**src/rtl/sram_req_arbiter.sv**
```systemverilog
// sram_req_arbiter
//   Merges two sram-like masters (m0 = instruction side, m1 = data side) onto
//   one in-order memory bridge.
//   - m1 normally wins arbitration. m0 is forced through after STARVE_MAX
//     consecutive m1 grants while m0 is waiting.
//   - If a presented request is not accepted, the grant is locked to that
//     master until the bridge accepts it.
//   - A DEPTH-entry order FIFO records which master owns each outstanding
//     transaction. In-order responses are then routed back to that master.
// Ports
//   clk, resetn             : clock, asynchronous active-low reset
//   m0_req/m0_cmd           : m0 request and {wr,size,wstrb,addr,wdata}
//   m0_addr_ok/m0_data_ok   : m0 accept / response strobes
//   m1_*                    : same for m1
//   bus_req/bus_cmd         : merged request towards the bridge (combinational)
//   bus_addr_ok/bus_data_ok : bridge accept / in-order response strobes
//   pend_cnt                : outstanding transaction count (0..DEPTH)
//   err                     : sticky flag, response seen with nothing outstanding
module sram_req_arbiter #(
  parameter int DEPTH      = 4,
  parameter int STARVE_MAX = 4
) (
  input  logic        clk,
  input  logic        resetn,
  input  logic        m0_req,
  input  logic [70:0] m0_cmd,
  output logic        m0_addr_ok,
  output logic        m0_data_ok,
  input  logic        m1_req,
  input  logic [70:0] m1_cmd,
  output logic        m1_addr_ok,
  output logic        m1_data_ok,
  output logic        bus_req,
  output logic [70:0] bus_cmd,
  input  logic        bus_addr_ok,
  input  logic        bus_data_ok,
  output logic [3:0]  pend_cnt,
  output logic        err
);

  localparam int         PW       = $clog2(DEPTH);
  localparam logic [3:0] DEPTH_C  = 4'(DEPTH);
  localparam logic [3:0] STARVE_C = 4'(STARVE_MAX);

  typedef enum logic [1:0] {
    IDLE  = 2'd0,
    LOCK0 = 2'd1,
    LOCK1 = 2'd2
  } state_t;

  state_t          state_r;
  logic [3:0]      cnt_r;
  logic [3:0]      starve_r;
  logic            err_r;
  logic [PW-1:0]   wr_ptr_r;
  logic [PW-1:0]   rd_ptr_r;
  logic            id_r [DEPTH];

  logic            grant_s;
  logic            req_g_s;
  logic            push_s;
  logic            pop_s;
  logic            empty_s;
  logic            head_s;

  // Grant selection: locked states pin the grant, IDLE prefers m1 unless m0 is starved
  always_comb begin
    grant_s = 1'b0;
    case (state_r)
      IDLE: begin
        if (m0_req && (starve_r == STARVE_C)) begin
          grant_s = 1'b0;
        end else if (m1_req) begin
          grant_s = 1'b1;
        end else begin
          grant_s = 1'b0;
        end
      end
      LOCK0:   grant_s = 1'b0;
      LOCK1:   grant_s = 1'b1;
      default: grant_s = 1'b0;
    endcase
  end

  // Bus request path and strobes. All are gated by resetn so nothing fires
  // while reset is held. Fullness uses the registered count only, so a pop
  // in the same cycle cannot let a push through.
  always_comb begin
    req_g_s    = grant_s ? m1_req : m0_req;
    empty_s    = (cnt_r == 4'd0);
    head_s     = id_r[rd_ptr_r];
    bus_req    = resetn & req_g_s & (cnt_r < DEPTH_C);
    bus_cmd    = resetn ? (grant_s ? m1_cmd : m0_cmd) : 71'd0;
    push_s     = bus_req & bus_addr_ok;
    pop_s      = resetn & bus_data_ok & ~empty_s;
    m0_addr_ok = push_s & ~grant_s;
    m1_addr_ok = push_s & grant_s;
    m0_data_ok = pop_s & ~head_s;
    m1_data_ok = pop_s & head_s;
  end

  assign pend_cnt = cnt_r;
  assign err      = err_r;

  // Lock FSM: remember a presented-but-unaccepted request until the bridge takes it
  always_ff @(posedge clk or negedge resetn) begin
    if (!resetn) begin
      state_r <= IDLE;
    end else begin
      case (state_r)
        IDLE: begin
          if (bus_req && !bus_addr_ok) begin
            state_r <= grant_s ? LOCK1 : LOCK0;
          end else begin
            state_r <= IDLE;
          end
        end
        LOCK0, LOCK1: begin
          if (bus_addr_ok) begin
            state_r <= IDLE;
          end else begin
            state_r <= state_r;
          end
        end
        default: state_r <= IDLE;
      endcase
    end
  end

  // Order FIFO of master ids. Pointers wrap naturally since DEPTH is a power of 2.
  always_ff @(posedge clk or negedge resetn) begin
    if (!resetn) begin
      wr_ptr_r <= '0;
      rd_ptr_r <= '0;
      cnt_r    <= 4'd0;
      for (int i = 0; i < DEPTH; i++) begin
        id_r[i] <= 1'b0;
      end
    end else begin
      if (push_s) begin
        id_r[wr_ptr_r] <= grant_s;
        wr_ptr_r       <= wr_ptr_r + 1'b1;
      end
      if (pop_s) begin
        rd_ptr_r <= rd_ptr_r + 1'b1;
      end
      case ({push_s, pop_s})
        2'b10:   cnt_r <= cnt_r + 4'd1;
        2'b01:   cnt_r <= cnt_r - 4'd1;
        default: cnt_r <= cnt_r;
      endcase
    end
  end

  // Starvation counter: consecutive m1 wins while m0 waits, saturating
  always_ff @(posedge clk or negedge resetn) begin
    if (!resetn) begin
      starve_r <= 4'd0;
    end else if (!m0_req || m0_addr_ok) begin
      starve_r <= 4'd0;
    end else if (m1_addr_ok && (starve_r < STARVE_C)) begin
      starve_r <= starve_r + 4'd1;
    end else begin
      starve_r <= starve_r;
    end
  end

  // Sticky error: a response arrived with nothing outstanding
  always_ff @(posedge clk or negedge resetn) begin
    if (!resetn) begin
      err_r <= 1'b0;
    end else if (bus_data_ok && empty_s) begin
      err_r <= 1'b1;
    end else begin
      err_r <= err_r;
    end
  end

endmodule

```
**config.mk**
```make
export PLATFORM = sky130hd
export DESIGN_NAME = sram_req_arbiter
export DESIGN_NICKNAME = d
export VERILOG_FILES = /design/src/rtl/sram_req_arbiter.sv
export SDC_FILE = /design/constraint.sdc
export NUM_CORES = 1
export LEC_CHECK = 0
export CORE_MARGIN = 2
export CORE_UTILIZATION = 27
export DETAILED_ROUTE_END_ITERATION = 6
export GPL_TIMING_DRIVEN = 1
export PLACE_DENSITY = 0.77
export REMOVE_ABC_BUFFERS = 1
export SYNTH_ARGS = -nofsm -noshare
export SYNTH_HDL_FRONTEND = slang
export SYNTH_SLANG_ARGS = --single-unit
```
**constraint.sdc**
```tcl
create_clock -name clk -period 3 [get_ports clk]
set_input_delay 0.6 -clock clk [delete_from_list [all_inputs] [get_ports clk]]
set_output_delay 0.6 -clock clk [all_outputs]
set_load 0.005 [all_outputs]
```
==> impl_results.md <==
* Status: finished clean
* Endpoints failing setup at 0
* Post-synth top cells: 149 x nand2_1, 71 x a21boi_0, 19 x dfrtp_1
* # DRC at 0
* Vias at 3321
* Reg clk slew, reported paths at 0.08 ns
* Share of layout cells above drive strength 1 at 8.90%
* I/O pin cnt at 229
* Layout Utilization at 60.4%
* # rows at 33
* Root Driver: clkbuf_8
* Starting Density at 28.1%
* Vias in the first global route at 3354
* Final non-filler cell total at 690
* CTS tree: yes
* RSZ-0062 raised after global routing: yes
* Area contributors post-synth: nand2_1 24%, a21boi_0 23%, dfrtp_1 20%, ha_1 5.4%, clkbuf_1 2.7%
* Max Freq at 346 MHz
* Core area at 8300 um2
* Cell Area, Synth at 2330 um2
* Asr flop ratio synth at 100%
* Yosys warns at 0
* Clock Latency Late Sink at 0.27 ns
* DP HPWL at 8600 um
* Maxcap violations at 0
* Mapped Cells at 350
* Clk buf depth at 2
* Vias per cell at 4.81
* Most frequent cell after synthesis: nand2_1
* Initial DRC count at 90
* Crit path max fanout at 4
* Leading area contributor after synthesis: nand2_1
* Final WL at 11300 um
* Max_slew headroom at 72.0%
* Fin nets at 743
* CTS H-tree lvls at 1
* Count of different cell masters after synthesis at 41
* Design Power at 1.85 mW
* GPL Wtd Cong at 0.961
* Worst endpoint required time at 2.40 ns
* Largest net degree at the start of global routing at 45
* Register area share after synthesis at 20.4%
* Hold_buf cts at 0
* Area Growth Syn to Fin at 115%
* Slew Limit Fails at 0
* Antenna violations before repair at 2
* Die H at 96.9 um
* Total GRT Usage at 23.2%
* Post-synth top area share at 24.0%
* Avg WL per Cell at 16.4 um
* CTS Buf Count at 3
* Avg Cell Area, Syn at 6.66 um2
* Worst Tran Pin Value at 0.420 ns
* FF+latch count, synth at 19
* P_leak at 2.42 nW
* Worst VDD drop at 0.310 mV
* Total congestion overflow at 0
* Crit path DAT at 2.29 ns
* Worst Skew at 0.00346 ns
* Reg2reg start: state_r[0]
* Crit end category: primary output
* CP Launch Point: state_r[0]
* Most used DFF post-synth: dfrtp_1
* First-pass GRT wire length at 17900 um
* Clock Sinks at 19
* Min Tclk post-route at 2.89 ns
* Cell count after placement at 676
* Die Area at 9390 um2
* Worst Hold Class: in2async
* Setup WS pre-CTS at -0.368 ns
* Final worst slack at 0.111 ns
* WS Path Type: reg2out
* ANT nets after route at 0
* Final hold violation count at 0
* Post-synth EDFFs at 0
* Pwr/cell area at 370 nW/um2
* Worst Setup Start Kind: flop
* Final period util at 96.3%
* DIE WIDTH at 96.9 um
* Port bufs at 228
* DR pass1 iterations at 4
-- through the flow --
stage               setup TNS (ns)  hold slack (ns)  cell area (um2)
floorplan                  -127.43            0.304             2200
global placement            -13.35            0.444             4830
detailed placement          -16.56            0.451             4830
CTS                              0            0.153             4960
global route              -0.00106            0.148             5010
finish                           0            0.157             5010
-- final timing paths --
| path | slack, ns | to | cells after the start |
|---|---|---|---|
| min in group clk | 0.49 | err | 1 |
| min reg2reg | 0.49 | err | 1 |
| max | 0.11 | m0_addr_ok | 9 |
| max in group asynchronous | 2.19 | wr_ptr_r[0] | 2 |
| min | 0.16 | err | 1 |
| max reg2reg | 0.35 | pend_cnt[2] | 11 |
-- cell type report --
| cell class | instances | area (um2) |
|---|---|---|
| tap | 105 | 131 |
| multi-input combinational | 293 | 1710 |
| fill | 775 | 3290 |
| clock inverter | 1 | 7.51 |
| inverter | 11 | 41.3 |
| sequential | 19 | 475 |
| antenna | 1 | 2.50 |
| clock buffer | 3 | 41.3 |
| timing repair buffer | 257 | 2600 |
-- state kept, by name, summed over array words and instances, names as in the netlist --
| name | cells |
|---|---|
| err | 1 |
| id_r | 4 |
| pend_cnt | 4 |
| rd_ptr_r | 2 |
| starve_r | 4 |
| state_r | 2 |
| wr_ptr_r | 2 |
-- worst max-delay path, stage by stage, from the launching register on --
cell	delay (ns)
dfrtp_1	0.38
inv_1	0.09
ha_2	0.24
a211o_1	0.15
o2111a_1	0.21
and2_4	0.16
inv_2	0.05
buf_12	0.12
nor2_1	0.11
clkdlybuf4s50_1	0.51
-- repair_timing --
action	4_1_cts	5_1_grt
gates cloned	3	0
setup buffers	5	1
endpoints found under the hold margin	0	0
gates resized for setup	73	32
setup endpoints to repair	73	25
pin swaps	2	2
-- layer usage --
metal / vias up / wire [um] / global-route usage [%]
met1: 1516 / 4580 / 27.3
li1: 1626 / - / -
met5: - / 12 / 0
met2: 146 / 5660 / 41.2
met3: 31 / 711 / 5.06
met4: 2 / 354 / 8.56
-- power by group --
part | internal, mW | switching [mW]
Sequential | 0.345 | 0.0867
Combinational | 0.723 | 0.507
Clock | 0.0941 | 0.0968
-- placed cells by master (no fill, tap or decap), types with 4 or more instances in the layout --
cell type,synthesis,routed
a21boi_0,71,58
inv_1,10,9
nand2_1,149,148
a31oi_1,6,5
o21ai_0,6,6
dlymetal6s2s_1,0,11
nor2_1,10,10
buf_12,0,6
xnor2_1,4,4
dlygate4sd2_1,0,58
ha_1,10,8
dfrtp_1,19,19
clkdlybuf4s50_1,0,153
a21oi_1,6,6
buf_4,1,18
a21boi_1,2,14
-- cell families after synthesis --
| family | synth area share, % |
|---|---|
| simple gates | 31.2 |
| compound gates | 31.1 |
| buf+inv | 7.36 |
| flops | 20.4 |
| fa+ha+maj | 5.37 |
| xor+xnor | 2.63 |
| mux | 1.88 |
No activity file was read; power rests on OpenSTA's default activity.
